[config.mk]
export PLATFORM = sky130hd
export DESIGN_NAME = uart_tx_fifo_flat
export DESIGN_NICKNAME = d
export VERILOG_FILES = /design/src/rtl/uart_tx_fifo_if.sv /design/src/rtl/uart_tx_fifo.sv /design/src/flat_wrapper.sv
export SDC_FILE = /design/constraint.sdc
export NUM_CORES = 1
export LEC_CHECK = 0
export BUFFER_PORTS_ARGS = -buffer_cell sky130_fd_sc_hd__buf_2
export CAP_MARGIN = 20
export CELL_PAD_IN_SITES_DETAIL_PLACEMENT = 0
export CELL_PAD_IN_SITES_GLOBAL_PLACEMENT = 1
export CORE_AREA = 2 2 128 130
export CTS_CLUSTER_DIAMETER = 150
export DETAILED_ROUTE_END_ITERATION = 8
export DIE_AREA = 0 0 130 132
export GPL_TIMING_DRIVEN = 0
export PLACE_DENSITY_LB_ADDON = 0.05
export SLEW_MARGIN = 20
export SYNTH_ARGS = -nofsm -noshare
export SYNTH_HDL_FRONTEND = slang
export SYNTH_SLANG_ARGS = --single-unit
[constraint.sdc]
create_clock -name i_SysClock -period 3.9 [get_ports i_SysClock]
set_input_delay 0.78 -clock i_SysClock [delete_from_list [all_inputs] [get_ports i_SysClock]]
set_output_delay 0.78 -clock i_SysClock [all_outputs]
set_load 0.02 [all_outputs]
[src/rtl/uart_tx_fifo_if.sv]
// Producer-side bundle for uart_tx_fifo: byte handshake, per-frame framing config
// and the serial/status outputs.
interface uart_tx_fifo_if #(
  parameter int unsigned DATA_W = 8,
  parameter int unsigned CNT_W  = 3
);
  logic              tx_valid;
  logic              tx_ready;
  logic [DATA_W-1:0] tx_byte;
  logic [3:0]        data_bits;
  logic [1:0]        parity;
  logic              stop_bits;
  logic [15:0]       baud_div;
  logic              tx_serial;
  logic              tx_busy;
  logic              tx_done;
  logic [CNT_W-1:0]  fifo_count;

  modport master (
    output tx_valid, tx_byte, data_bits, parity, stop_bits, baud_div,
    input  tx_ready, tx_serial, tx_busy, tx_done, fifo_count
  );

  modport slave (
    input  tx_valid, tx_byte, data_bits, parity, stop_bits, baud_div,
    output tx_ready, tx_serial, tx_busy, tx_done, fifo_count
  );
endinterface

[src/rtl/uart_tx_fifo.sv]
// UART transmitter with input FIFO; framing (data bits, parity, stops, divisor)
// is captured per frame when the byte is popped.
module uart_tx_fifo #(
  parameter int unsigned SYS_CLOCK     = 50000000,
  parameter int unsigned UART_BAUDRATE = 115200,
  parameter int unsigned DATA_W        = 8,
  parameter int unsigned FIFO_DEPTH    = 4
) (
  input  logic          i_SysClock,
  input  logic          i_ResetN,
  uart_tx_fifo_if.slave bus
);

  localparam int unsigned PTR_W   = $clog2(FIFO_DEPTH);
  localparam int unsigned CNT_W   = PTR_W + 1;
  localparam int unsigned DIV_W   = 16;
  localparam int unsigned DEF_DIV = (SYS_CLOCK + UART_BAUDRATE / 2) / UART_BAUDRATE - 1;

  typedef enum logic [2:0] {IDLE, START, DATA, PARITY, STOP} state_t;

  state_t            state_q;
  logic [DATA_W-1:0] mem_q [FIFO_DEPTH];
  logic [PTR_W-1:0]  wr_ptr_q, rd_ptr_q;
  logic [CNT_W-1:0]  count_q;
  logic [DIV_W-1:0]  cyc_q, div_q;
  logic [3:0]        bit_idx_q, nbits_q;
  logic [DATA_W-1:0] shift_q;
  logic              par_en_q, par_bit_q, stop2_q, stop_idx_q;
  logic              serial_q, busy_q, done_q;

  logic              full_c, empty_c, wr_c, bit_end_c, stop_end_c, pop_c;
  logic [3:0]        nbits_c;
  logic [DIV_W-1:0]  div_c;
  logic [DATA_W-1:0] head_c, mask_c;
  logic              par_en_c, par_bit_c, line_c;

  // A full FIFO refuses writes even when a pop lands on the same edge.
  assign full_c     = (count_q == CNT_W'(FIFO_DEPTH));
  assign empty_c    = (count_q == '0);
  assign wr_c       = bus.tx_valid && !full_c;
  assign bit_end_c  = (cyc_q == div_q);
  assign stop_end_c = (state_q == STOP) && bit_end_c && (stop_idx_q == stop2_q);
  assign pop_c      = !empty_c && ((state_q == IDLE) || stop_end_c);

  always_comb begin
    nbits_c = bus.data_bits;
    if (bus.data_bits < 4'd5)              nbits_c = 4'd5;
    else if (bus.data_bits > 4'(DATA_W))   nbits_c = 4'(DATA_W);
  end

  assign div_c     = (bus.baud_div == '0) ? DIV_W'(DEF_DIV) : bus.baud_div;
  assign head_c    = mem_q[rd_ptr_q];
  assign mask_c    = ~({DATA_W{1'b1}} << nbits_c);
  assign par_en_c  = (bus.parity == 2'b01) || (bus.parity == 2'b10);
  assign par_bit_c = (^(head_c & mask_c)) ^ (bus.parity == 2'b10);

  // Line value for the current state; registered one cycle later into serial_q.
  always_comb begin
    line_c = 1'b1;
    case (state_q)
      START:   line_c = 1'b0;
      DATA:    line_c = shift_q[0];
      PARITY:  line_c = par_bit_q;
      default: line_c = 1'b1;
    endcase
  end

  always_ff @(posedge i_SysClock) begin
    if (wr_c) mem_q[wr_ptr_q] <= bus.tx_byte;
  end

  always_ff @(posedge i_SysClock) begin
    if (!i_ResetN) begin
      state_q    <= IDLE;
      wr_ptr_q   <= '0;
      rd_ptr_q   <= '0;
      count_q    <= '0;
      cyc_q      <= '0;
      div_q      <= '0;
      bit_idx_q  <= '0;
      nbits_q    <= '0;
      shift_q    <= '0;
      par_en_q   <= 1'b0;
      par_bit_q  <= 1'b0;
      stop2_q    <= 1'b0;
      stop_idx_q <= 1'b0;
      serial_q   <= 1'b1;
      busy_q     <= 1'b0;
      done_q     <= 1'b1;
    end else begin
      serial_q <= line_c;
      busy_q   <= (state_q != IDLE);
      done_q   <= (state_q == IDLE) && empty_c;

      if (wr_c)  wr_ptr_q <= wr_ptr_q + PTR_W'(1);
      if (pop_c) rd_ptr_q <= rd_ptr_q + PTR_W'(1);
      count_q <= count_q + CNT_W'(wr_c) - CNT_W'(pop_c);

      // Framing config is captured only here, so mid-frame changes wait for the next pop.
      if (pop_c) begin
        shift_q   <= head_c;
        nbits_q   <= nbits_c;
        par_en_q  <= par_en_c;
        par_bit_q <= par_bit_c;
        stop2_q   <= bus.stop_bits;
        div_q     <= div_c;
      end

      case (state_q)
        IDLE: begin
          if (pop_c) begin
            state_q <= START;
            cyc_q   <= '0;
          end
        end
        START: begin
          if (bit_end_c) begin
            cyc_q     <= '0;
            bit_idx_q <= '0;
            state_q   <= DATA;
          end else begin
            cyc_q <= cyc_q + DIV_W'(1);
          end
        end
        DATA: begin
          if (bit_end_c) begin
            cyc_q   <= '0;
            shift_q <= shift_q >> 1;
            if (bit_idx_q == nbits_q - 4'd1) begin
              state_q    <= par_en_q ? PARITY : STOP;
              stop_idx_q <= 1'b0;
            end else begin
              bit_idx_q <= bit_idx_q + 4'd1;
            end
          end else begin
            cyc_q <= cyc_q + DIV_W'(1);
          end
        end
        PARITY: begin
          if (bit_end_c) begin
            cyc_q      <= '0;
            stop_idx_q <= 1'b0;
            state_q    <= STOP;
          end else begin
            cyc_q <= cyc_q + DIV_W'(1);
          end
        end
        STOP: begin
          if (bit_end_c) begin
            cyc_q <= '0;
            if (stop_idx_q == stop2_q) state_q <= pop_c ? START : IDLE;
            else                       stop_idx_q <= 1'b1;
          end else begin
            cyc_q <= cyc_q + DIV_W'(1);
          end
        end
        default: state_q <= IDLE;
      endcase
    end
  end

  assign bus.tx_ready   = !full_c;
  assign bus.tx_serial  = serial_q;
  assign bus.tx_busy    = busy_q;
  assign bus.tx_done    = done_q;
  assign bus.fifo_count = count_q;

endmodule

[src/flat_wrapper.sv]
// flat-port wrapper written by rule: the top's interface ports become plain ports
module uart_tx_fifo_flat 
#(
  parameter int unsigned SYS_CLOCK     = 50000000,
  parameter int unsigned UART_BAUDRATE = 115200,
  parameter int unsigned DATA_W        = 8,
  parameter int unsigned FIFO_DEPTH    = 4
)
  (i_SysClock, i_ResetN, bus_tx_valid, bus_tx_byte, bus_data_bits, bus_parity, bus_stop_bits, bus_baud_div, bus_tx_ready, bus_tx_serial, bus_tx_busy, bus_tx_done, bus_fifo_count);
  uart_tx_fifo_if #(.DATA_W(DATA_W), .CNT_W(3)) bus_i ();
  input  logic i_SysClock;
  input  logic i_ResetN;
  input wire logic [$bits(bus_i.tx_valid)-1:0] bus_tx_valid;
  input wire logic [$bits(bus_i.tx_byte)-1:0] bus_tx_byte;
  input wire logic [$bits(bus_i.data_bits)-1:0] bus_data_bits;
  input wire logic [$bits(bus_i.parity)-1:0] bus_parity;
  input wire logic [$bits(bus_i.stop_bits)-1:0] bus_stop_bits;
  input wire logic [$bits(bus_i.baud_div)-1:0] bus_baud_div;
  output wire logic [$bits(bus_i.tx_ready)-1:0] bus_tx_ready;
  output wire logic [$bits(bus_i.tx_serial)-1:0] bus_tx_serial;
  output wire logic [$bits(bus_i.tx_busy)-1:0] bus_tx_busy;
  output wire logic [$bits(bus_i.tx_done)-1:0] bus_tx_done;
  output wire logic [$bits(bus_i.fifo_count)-1:0] bus_fifo_count;
  assign bus_i.tx_valid = bus_tx_valid;
  assign bus_i.tx_byte = bus_tx_byte;
  assign bus_i.data_bits = bus_data_bits;
  assign bus_i.parity = bus_parity;
  assign bus_i.stop_bits = bus_stop_bits;
  assign bus_i.baud_div = bus_baud_div;
  assign bus_tx_ready = bus_i.tx_ready;
  assign bus_tx_serial = bus_i.tx_serial;
  assign bus_tx_busy = bus_i.tx_busy;
  assign bus_tx_done = bus_i.tx_done;
  assign bus_fifo_count = bus_i.fifo_count;
  uart_tx_fifo #(.SYS_CLOCK(SYS_CLOCK), .UART_BAUDRATE(UART_BAUDRATE), .DATA_W(DATA_W), .FIFO_DEPTH(FIFO_DEPTH)) u_core (.i_SysClock(i_SysClock), .i_ResetN(i_ResetN), .bus(bus_i));
endmodule
### Yosys cells after proc, flatten, opt, wreduce, memory -nomap -nowiden

Memory sizes are Yosys's and may differ from the RTL's. A register that Yosys moved wholly into a read port is not among the register bits.
Cells that the tools add are included.

| storage, ports and cells | value |
|---|---|
| logic and storage cells | 105 |
| memory bits (writable) | 32 |
| memories | 1 |
| input port bits | 34 |
| register bits | 65 |
| output and inout port bits | 7 |

| cells by class | value |
|---|---|
| bitwise logic cells | 3 |
| order comparisons | 2 |
| equal/unequal tests | 19 |
| reductions and logical operators | 22 |
| shift operators | 1 |
| muxes and demuxes | 34 |
| add/subtract/negate cells | 7 |

Memory list:

| name | depth | width | rd ports | clocked after memory_dff | wr ports | RTL line | RTL |
|---|---|---|---|---|---|---|---|
| u_core.mem_q | 4 | 8 | 1 | 1 | 1 | uart_tx_fifo.sv:22 | `logic [DATA_W-1:0] mem_q [FIFO_DEPTH];` |

Operators with widths:

| kind | count |
|---|---|
| $mux 16 | 3 |
| $pmux 16 s2 | 1 |
| $mux 3 | 8 |
| $mux 8 | 3 |
| $mux 4 | 5 |
| $add 16x1->16 const B | 1 |
| $eq 16x16->1 | 1 |
| $logic_not 16->1 | 1 |
| $pmux 3 s5 | 1 |
| $ne 2x1->1 const B | 6 |
| $and 8x8->8 | 1 |
| $mux 1 | 8 |
| $not 8->8 | 1 |
| $pmux 4 s2 | 1 |
| $reduce_xor 8->1 | 1 |
| $shl 8x4->8 const A | 1 |
| $reduce_and 7->1 | 1 |
| $eq 3x2->1 const B | 2 |
| $eq 3x3->1 const B | 2 |
| $logic_not 3->1 | 2 |
| $ne 2x2->1 const B | 3 |
| $pmux 1 s3 | 2 |
| $reduce_and 6->1 | 1 |
| $reduce_bool 3->1 | 2 |
| other kinds (21) | 30 |

### Longest topological paths before layout

Gate-level depths: netlist of the first run.

| depth | value |
|---|---|
| word-level depth | 9 |
| depth in mapped cells | 15 |
| gate-level depth less buffers | 12 |

### Worst setup path before layout of the first run

Ideal clock, no wire load.

| timing | value |
|---|---|
| path kind | reg2reg |
| start | reg u_core.cyc_q[9] |
| end | reg u_core.count_q[2], in the netlist u_core.bus.fifo_count[2] |
| data required time | 3772 ps |
| period minus slack after synthesis | 2865 ps |
| cell stages (with the launch flop) | 16 |
| arrival time | 2738 ps |
| setup time | 128 ps |
| path slack | 1035 ps |
| path buffers | 3 |
| cell sequence | dfxtp_1 xor2_1 nor4_2 and4_1 buf_4 a21bo_2 buf_2 buf_2 nand2_1 o21ai_0 ha_1 inv_1 fa_1 xor2_1 xnor2_1 nor2_1 |

| on the way | value |
|---|---|
| cells in the longest elaborated chain, start to end | 6 |

RTL lines:

| what | RTL line | RTL |
|---|---|---|
| from (decl) | uart_tx_fifo.sv:25 | `logic [DIV_W-1:0] cyc_q, div_q;` |
| from (signal assigned) | uart_tx_fifo.sv:122 | `cyc_q <= cyc_q + DIV_W'(1);` |
| from (signal assigned) | uart_tx_fifo.sv:136 | `cyc_q <= cyc_q + DIV_W'(1);` |
| from (signal assigned) | uart_tx_fifo.sv:145 | `cyc_q <= cyc_q + DIV_W'(1);` |
| $eq 16x16->1 | uart_tx_fifo.sv:41 | `assign bit_end_c = (cyc_q == div_q);` |
| $logic_and 1x1->1 (2 in series) | uart_tx_fifo.sv:42 | `assign stop_end_c = (state_q == STOP) && bit_end_c && (stop_idx_q == stop2_q);` |
| $logic_or 1x1->1 | uart_tx_fifo.sv:43 | `assign pop_c = !empty_c && ((state_q == IDLE) \|\| stop_end_c);` |
| $logic_and 1x1->1 | uart_tx_fifo.sv:43 |  |
| $sub 3x1->3 | uart_tx_fifo.sv:97 | `count_q <= count_q + CNT_W'(wr_c) - CNT_W'(pop_c);` |
| to (signal assigned) | uart_tx_fifo.sv:97 |  |
| to (decl) | uart_tx_fifo.sv:24 | `logic [CNT_W-1:0] count_q;` |

Every way passes these cells.
A chain may end at the register's enable or synchronous reset.

### Worst setup path in the final report of the first run

| timing | value |
|---|---|
| start | reg u_core.state_q[0] |
| end | reg u_core.count_q[2], in the netlist u_core.bus.fifo_count[2] |

| on the way | value |
|---|---|
| cells in the longest elaborated chain, start to end | 6 |
| elaborated cells on any way between the ends | 7 |
| those cells by class | add/sub: 1; eq/ne: 1; reduce/logical: 5 |

RTL lines:

| what | RTL line | RTL |
|---|---|---|
| from (decl) | uart_tx_fifo.sv:21 | `state_t state_q;` |
| from (signal assigned) | uart_tx_fifo.sv:130 | `state_q <= par_en_q ? PARITY : STOP;` |
| from (signal assigned) | uart_tx_fifo.sv:151 | `if (stop_idx_q == stop2_q) state_q <= pop_c ? START : IDLE;` |
| $eq 3x3->1 | uart_tx_fifo.sv:42 |  |
| $logic_and 1x1->1 (2 in series) | uart_tx_fifo.sv:42 |  |
| $logic_or 1x1->1 * | uart_tx_fifo.sv:43 |  |
| $logic_and 1x1->1 * | uart_tx_fifo.sv:43 |  |
| $sub 3x1->3 * | uart_tx_fifo.sv:97 |  |

Mark *: on every way between the ends. The rest lies on a longest branch, timed or not.

==> metrics.txt, run 1 <==
outcome=finished, final reports clean; initial antenna violation count=0; initial detailed-routing violation count=209; gpl congestion=0.7488; clk slew on worst S/H paths=0.07 ns; CTS Buffer Depth=2; Register Area=2302 um^2; number of flops mapped to enable cells by yosys=32; Mapped Avg Cell Area=10.19 um^2; Final nets=548; Worst EP arrival=3.78 ns; met3 Resource Use GR=4.140%; RSZ-0062 raised after global routing=false; setup total negative slack=0 ns; Required @ worst endpoint=4.12 ns; Residual DRC=0; Die Footprint=17,160 um^2; Tot GR Track Use=14.80%; Final Util=34.57%; min cycle time layout=3.557 ns; WL final=11,940 um; # resized after CTS=0; post-synthesis cell count=453; CTS Hold Bufs=0; first-pass GRT wire length=19,290 um; Clock Skew=0.007491 ns; Die H=132 um; Max IR drop VDD=0.0002888 V; Pwr per Cell Area=736.3 nW/um^2; ys flop type=dfxtp_1; dominant cell by count in the synthesized netlist=dfxtp_1; TritonCTS clock tree=done; 1st-pass router iterations=4; Crit Path Category=register to register; total gr overflow=0; clock tree sinks=99; vias=3,460; mapped cell area=4617 um^2; Starting Density=29.38%; R2R Path End=u_core.bus.fifo_count[2]; Yosys warning total=0; FILL cells=1,606; crit-path max FO=10; count of different cell masters after synthesis=53; crit end category=register; H-tree depth=3; Worst slew margin=36.76%; vias in the first global route=3,455; Fmax achieved=281.1 MHz; reg2reg path depth=13; Post-CTS Setup Bufs=0; slowest cell delay on critical path=0.50 ns; Port Buffer Count=40; Root Buffer=clkbuf_16; number of diodes=0; number of CTS-inserted buffers=9; crit path cell chain=clkbuf_1, or2_2, nor2_1, clkbuf_1, buf_1, nand2_1, o21ai_0, ha_1, inv_1, fa_1, xor2_1, xnor2_1, nor2_1; Synth Register Bits=99; Slew Limit Fails=0; drt wl/cell=16.47 um; synthesis-to-layout area growth=17.64%; Die Width=130 um; IO Count=41; num rows=46; critical path's slowest cell=clkbuf_1; Leak=2.003 nW; Worst Tran Pin Value=0.9414 ns; post-route clock period utilization=91.21%; layout cell share with drive strength beyond 1=17.49%; Yosys top cell by area=dfxtp_1; busiest grt layer=met2; Worst setup startpoint=u_core.state_q[0]; hold depth=2; flop2flop setup slack=0.34 ns; top cells by count, synth=dfxtp_1 (67), o21ai_0 (39), nor2_1 (36), edfxtp_1 (32); Max-Cap Viols=0; multi-input logic area=2143 um^2; Clk Latency, worst-skew pair=0.36 ns; Syn Nets=497; Routed Antenna Nets=0; setup violators final=0; Hold Vio Cnt, Final=0; GR Util met1=19.42%; Hold Crit Class=register to register; core area=15,710 um^2; Worst setup endpoint=u_core.bus.fifo_count[2]; FF-to-FF Start=u_core.state_q[0]; routing usage on met2=24.08%; Area contributors post-synth=dfxtp_1 (29%), edfxtp_1 (21%), xor2_1 (4.9%), o21ai_0 (4.2%), mux4_2 (3.9%); overall power=3.999 mW; sequential-to-total area share from yosys stat=49.86%; Via density=4.772; ys async rst share=0%; area share of the largest cell type after synthesis=29.05%; hpwl dp=8902 um; largest net degree at the start of global routing=19; crit path launch type=register
[power breakdown]
part | total, mW | switching [mW] | leakage [nW] | internal [mW]
clock network | 1.03 | 0.436 | 0.168 | 0.595
registers | 1.44 | 0.141 | 0.841 | 1.29
logic | 1.53 | 0.935 | 0.994 | 0.598
[state kept, by name, summed over array words and instances, names as in the netlist, 2 cells and up, named ones only]
name,count
u_core.bus.fifo_count,3
u_core.wr_ptr_q,2
u_core.bit_idx_q,4
u_core.nbits_q,4
u_core.rd_ptr_q,2
u_core.cyc_q,16
u_core.shift_q,8
u_core.state_q,3
u_core.div_q,16
u_core.mem_q,32
[how the worst min path moves through the flow]
stage,start,to,slack (ns)
2_1_floorplan,u_core.shift_q[7],u_core.shift_q[7],0.45
3_3_place_gp,u_core.shift_q[7],u_core.shift_q[7],0.47
3_5_place_dp,u_core.shift_q[7],u_core.shift_q[7],0.46
4_1_cts,u_core.shift_q[7],u_core.shift_q[7],0.48
5_1_grt,u_core.shift_q[7],u_core.shift_q[7],0.51
6_report,u_core.shift_q[7],u_core.shift_q[7],0.48
[worst max-delay path, delay by kind of cell (launching register included)]
family	cells	cell delay, ns
buffers and inverters	4	1.25
DFF	1	0.33
AOI/OAI and AO/OA	1	0.20
adders and majority gates	2	0.54
and+or+nand+nor	4	0.79
xor gates and xnor gates	2	0.32
[cells in the final DEF (no fill, tap or decap), drive strengths merged, types with 3 or more instances in the layout]
cell    count
o221a       5
nand3      30
ha          9
nor4        8
nand4      12
xnor2      19
inv        14
nand2      19
a21oi      30
clkbuf     31
dfxtp      67
xor2       26
and3        7
nor2       37
a211oi      5
or4         5
edfxtp     32
or3         3
mux2i       3
o21a        3
a31oi       7
a21boi      3
nor2b       4
o21ai      39
and2        4
nand2b      4
buf        48
nor3        6
mux4        8
[cell type report]
type                       count  area share (%)
sequential                    99           42.39
multi-input combinational    313           39.46
tap                          216           4.976
clock buffer                  10           4.400
timing repair buffer          40           3.686
buffer                        29           2.327
clock inverter                 6           1.935
inverter                      12          0.8293
[cell families after synthesis]
logic type / Yosys count / synth area share [%]
compound gates: 103 / 13.60
xor+xnor: 46 / 9.024
simple gates: 143 / 16.37
flops: 99 / 49.86
buf+inv: 41 / 3.713
fa+ha+maj: 10 / 2.873
mux: 11 / 4.553
[layer usage]
layer  vias to the layer above  routed length, um
li1                       1742                  -
met1                      1668               5629
met2                        41               5821
met3                         9                366
met4                         0                123
met5                         -                  0
[metrics by stage]
| step | instances | instance area [um^2] | hold WS (ns) | worst slack, ns |
|---|---|---|---|---|
| after floorplan | 453 | 4617 | 0.4470 | 1.035 |
| after global placement | 709 | 5087 | 0.4664 | 0.3756 |
| after detailed placement | 709 | 5087 | 0.4648 | 0.3843 |
| after CTS | 725 | 5431 | 0.4765 | 0.3628 |
| after global routing | 725 | 5431 | 0.5076 | 0.05166 |
| final | 725 | 5431 | 0.4752 | 0.3428 |
Power figures use the tool's default switching activity.
==> run 2: changes to the inputs <==
CELL_PAD_IN_SITES_DETAIL_PLACEMENT = not set   (was 0)
CELL_PAD_IN_SITES_GLOBAL_PLACEMENT = not set   (was 1)
==> metrics.txt, run 2 (synthesized netlist as in run 1, its figures left out) <==
layout cell share with drive strength beyond 1=17.49% (unchanged); Cells after DPL=709 (unchanged); CTS Hold Bufs=0 (unchanged); TritonCTS clock tree=done; Port Buffer Count=40 (unchanged); Residual DRC=0 (unchanged); HP Start=u_core.div_q[2]; initial detailed-routing violation count=294 (+41%); Largest regs=u_core.mem_q: 32 flops, u_core.cyc_q: 16 flops, u_core.div_q: 16 flops; sw frac=38.72% (+0.91 points); overall power=3.932 mW (-1.7%); Die Footprint=17,160 um^2 (unchanged); total gr overflow=0 (unchanged); number of diodes=0 (unchanged); vias=3,493 (+0.95%); commonest non-fill, non-tap cell in the layout=dfxtp_1; most frequent cells in the layout=dfxtp_1 (67), buf_2 (45), o21ai_0 (39); Worst path top cell family by delay=buffers and inverters; crit-path max FO=10 (unchanged); Hold Crit Class=register to register; Via density=4.818 (+0.95%); Die H=132 um (unchanged); num rows=46 (unchanged); Largest Register=u_core.mem_q; flop2flop setup slack=0.40 ns (+0.06 ns); part of the power in registers=36.7% (+0.8 points); crit path launch type=register; Root Buffer=clkbuf_16; internal power=2.409 mW (-3.1%); non-filler cells, final=725 (unchanged); combinational share of power=39.0% (+0.7 points); synthesis-to-layout area growth=16.99%; Hold Vio Cnt, Final=0 (unchanged); slowest cell delay on critical path=0.46 ns (-0.04 ns); Worst Tran Pin Value=0.9121 ns (-0.02930 ns); Max IR drop VDD=0.0003341 V (+16%); Starting Density=29.38% (unchanged); Max-Cap Viols=0 (unchanged); clk slew on worst S/H paths=0.07 ns (about the same); Final nets=548 (unchanged); Clk Latency, worst-skew pair=0.35 ns (about the same); IO Count=41 (unchanged); RSZ-0062 raised after global routing=false; drt wl/cell=16.78 um (+1.9%); first-pass GRT wire length=19,840 um (+2.9%); Clock Skew=0.01099 ns (+0.003501 ns); FILL cells=1,622 (+1.0%); outcome=finished, final reports clean; FF-to-FF Start=u_core.state_q[0]; Crit Path Category=register to register; Tot GR Track Use=15.23% (+0.43 points); crit end category=register; Switch Pwr=1.523 mW (+0.69%); setup violators final=0 (unchanged); Pwr per Cell Area=727.9 nW/um^2 (-1.1%); H-tree depth=3 (unchanged); vias in the first global route=3,557 (+3.0%); Worst setup startpoint=u_core.state_q[0]; Slew Limit Fails=0 (unchanged); hpwl dp=9134 um (+2.6%); number of CTS-inserted buffers=9 (unchanged); 1st-pass router iterations=5 (+1); Worst EP arrival=3.72 ns (-0.06 ns); largest net degree at the start of global routing=20 (+1); Die Width=130 um (unchanged); setup total negative slack=0 ns (unchanged); max reg flops=32 (unchanged); min cycle time layout=3.500 ns (-0.05750 ns); initial antenna violation count=0 (unchanged); post-route clock period utilization=89.74% (-1.5 points); critical path's slowest cell=buf_1; Post-CTS Setup Bufs=0 (unchanged); core area=15,710 um^2 (unchanged); Routed Antenna Nets=0 (unchanged); Leak=1.987 nW (-0.80%); gpl congestion=0.7375 (-1.5%); Required @ worst endpoint=4.12 ns (about the same); crit path cell chain=clkbuf_1, or2_2, nor2_1, clkbuf_1, buf_1, nand2_1, o21ai_0, ha_1, inv_1, fa_1, xor2_1, xnor2_1, nor2_1; Clk pwr share=24.4% (-1.4 points); WL final=12,170 um (+1.9%); Fmax achieved=285.7 MHz (+1.6%); CTS Buffer Depth=2 (unchanged); clock tree sinks=99 (unchanged); # resized after CTS=0 (unchanged); Worst slew margin=38.73% (+2.0 points); worst path buffer plus inverter count=4 (unchanged)
==> run 2: metal layers <==
| metal | track usage (%) | vias to the layer above | wire length [um] |
|---|---|---|---|
| met5 | 0 | - | 0 |
| met4 | 3.286 | 0 | 119 |
| met3 | 4.018 | 8 | 430 |
| met2 | 24.49 | 46 | 5787 |
| met1 | 20.57 | 1691 | 5831 |
| li1 | - | 1748 | - |
==> run 2: area by class of cell <==
class	count	area [um^2]	share of cell area, %
sequential	99	2302	42.62
clock buffer	9	225.2	4.170
clock inverter	7	88.84	1.645
inverter	12	45.04	0.8339
tap	216	270.3	5.003
multi-input combinational	313	2143	39.68
timing repair buffer	40	200.2	3.706
buffer	29	126.4	2.340
==> run 2: worst min-delay path, stage by stage (launching register included) <==
cell and delay [ns]:
dfxtp_1 0.32, o21ai_0 0.07, a21oi_1 0.06
==> run 2: per-stage QoR <==
| stage | worst slack (ns) | util [%] | instance area (um^2) | hold slack, ns |
|---|---|---|---|---|
| finish | 0.4003 | 34.38 | 5401 | 0.4935 |
| global route | 0.08282 | 34.38 | 5401 | 0.5159 |
| CTS | 0.4431 | 34.38 | 5401 | 0.4901 |
| detailed placement | 0.4714 | 32.38 | 5087 | 0.4796 |
| global placement | 0.4869 | 32.38 | 5087 | 0.4638 |
| floorplan | 1.035 | - | 4617 | 0.4470 |
==> run 2: worst paths after layout <==
check,end,cells after the start
setup reg to reg,u_core.bus.fifo_count[2],13
setup / recovery,u_core.bus.fifo_count[2],13
hold / removal,u_core.div_q[2],2
hold reg to reg,u_core.div_q[2],2
==> run 2: power groups by stage <==
stage                     Sequential, mW  Combinational (mW)  Clock, mW
after detailed placement            1.47                1.54          0
after global routing                1.47                1.73       1.02
after global placement              1.46                1.53          0
final                               1.44                1.53      0.958
after floorplan                     1.44                1.12          0
after CTS                           1.45                1.55      0.990
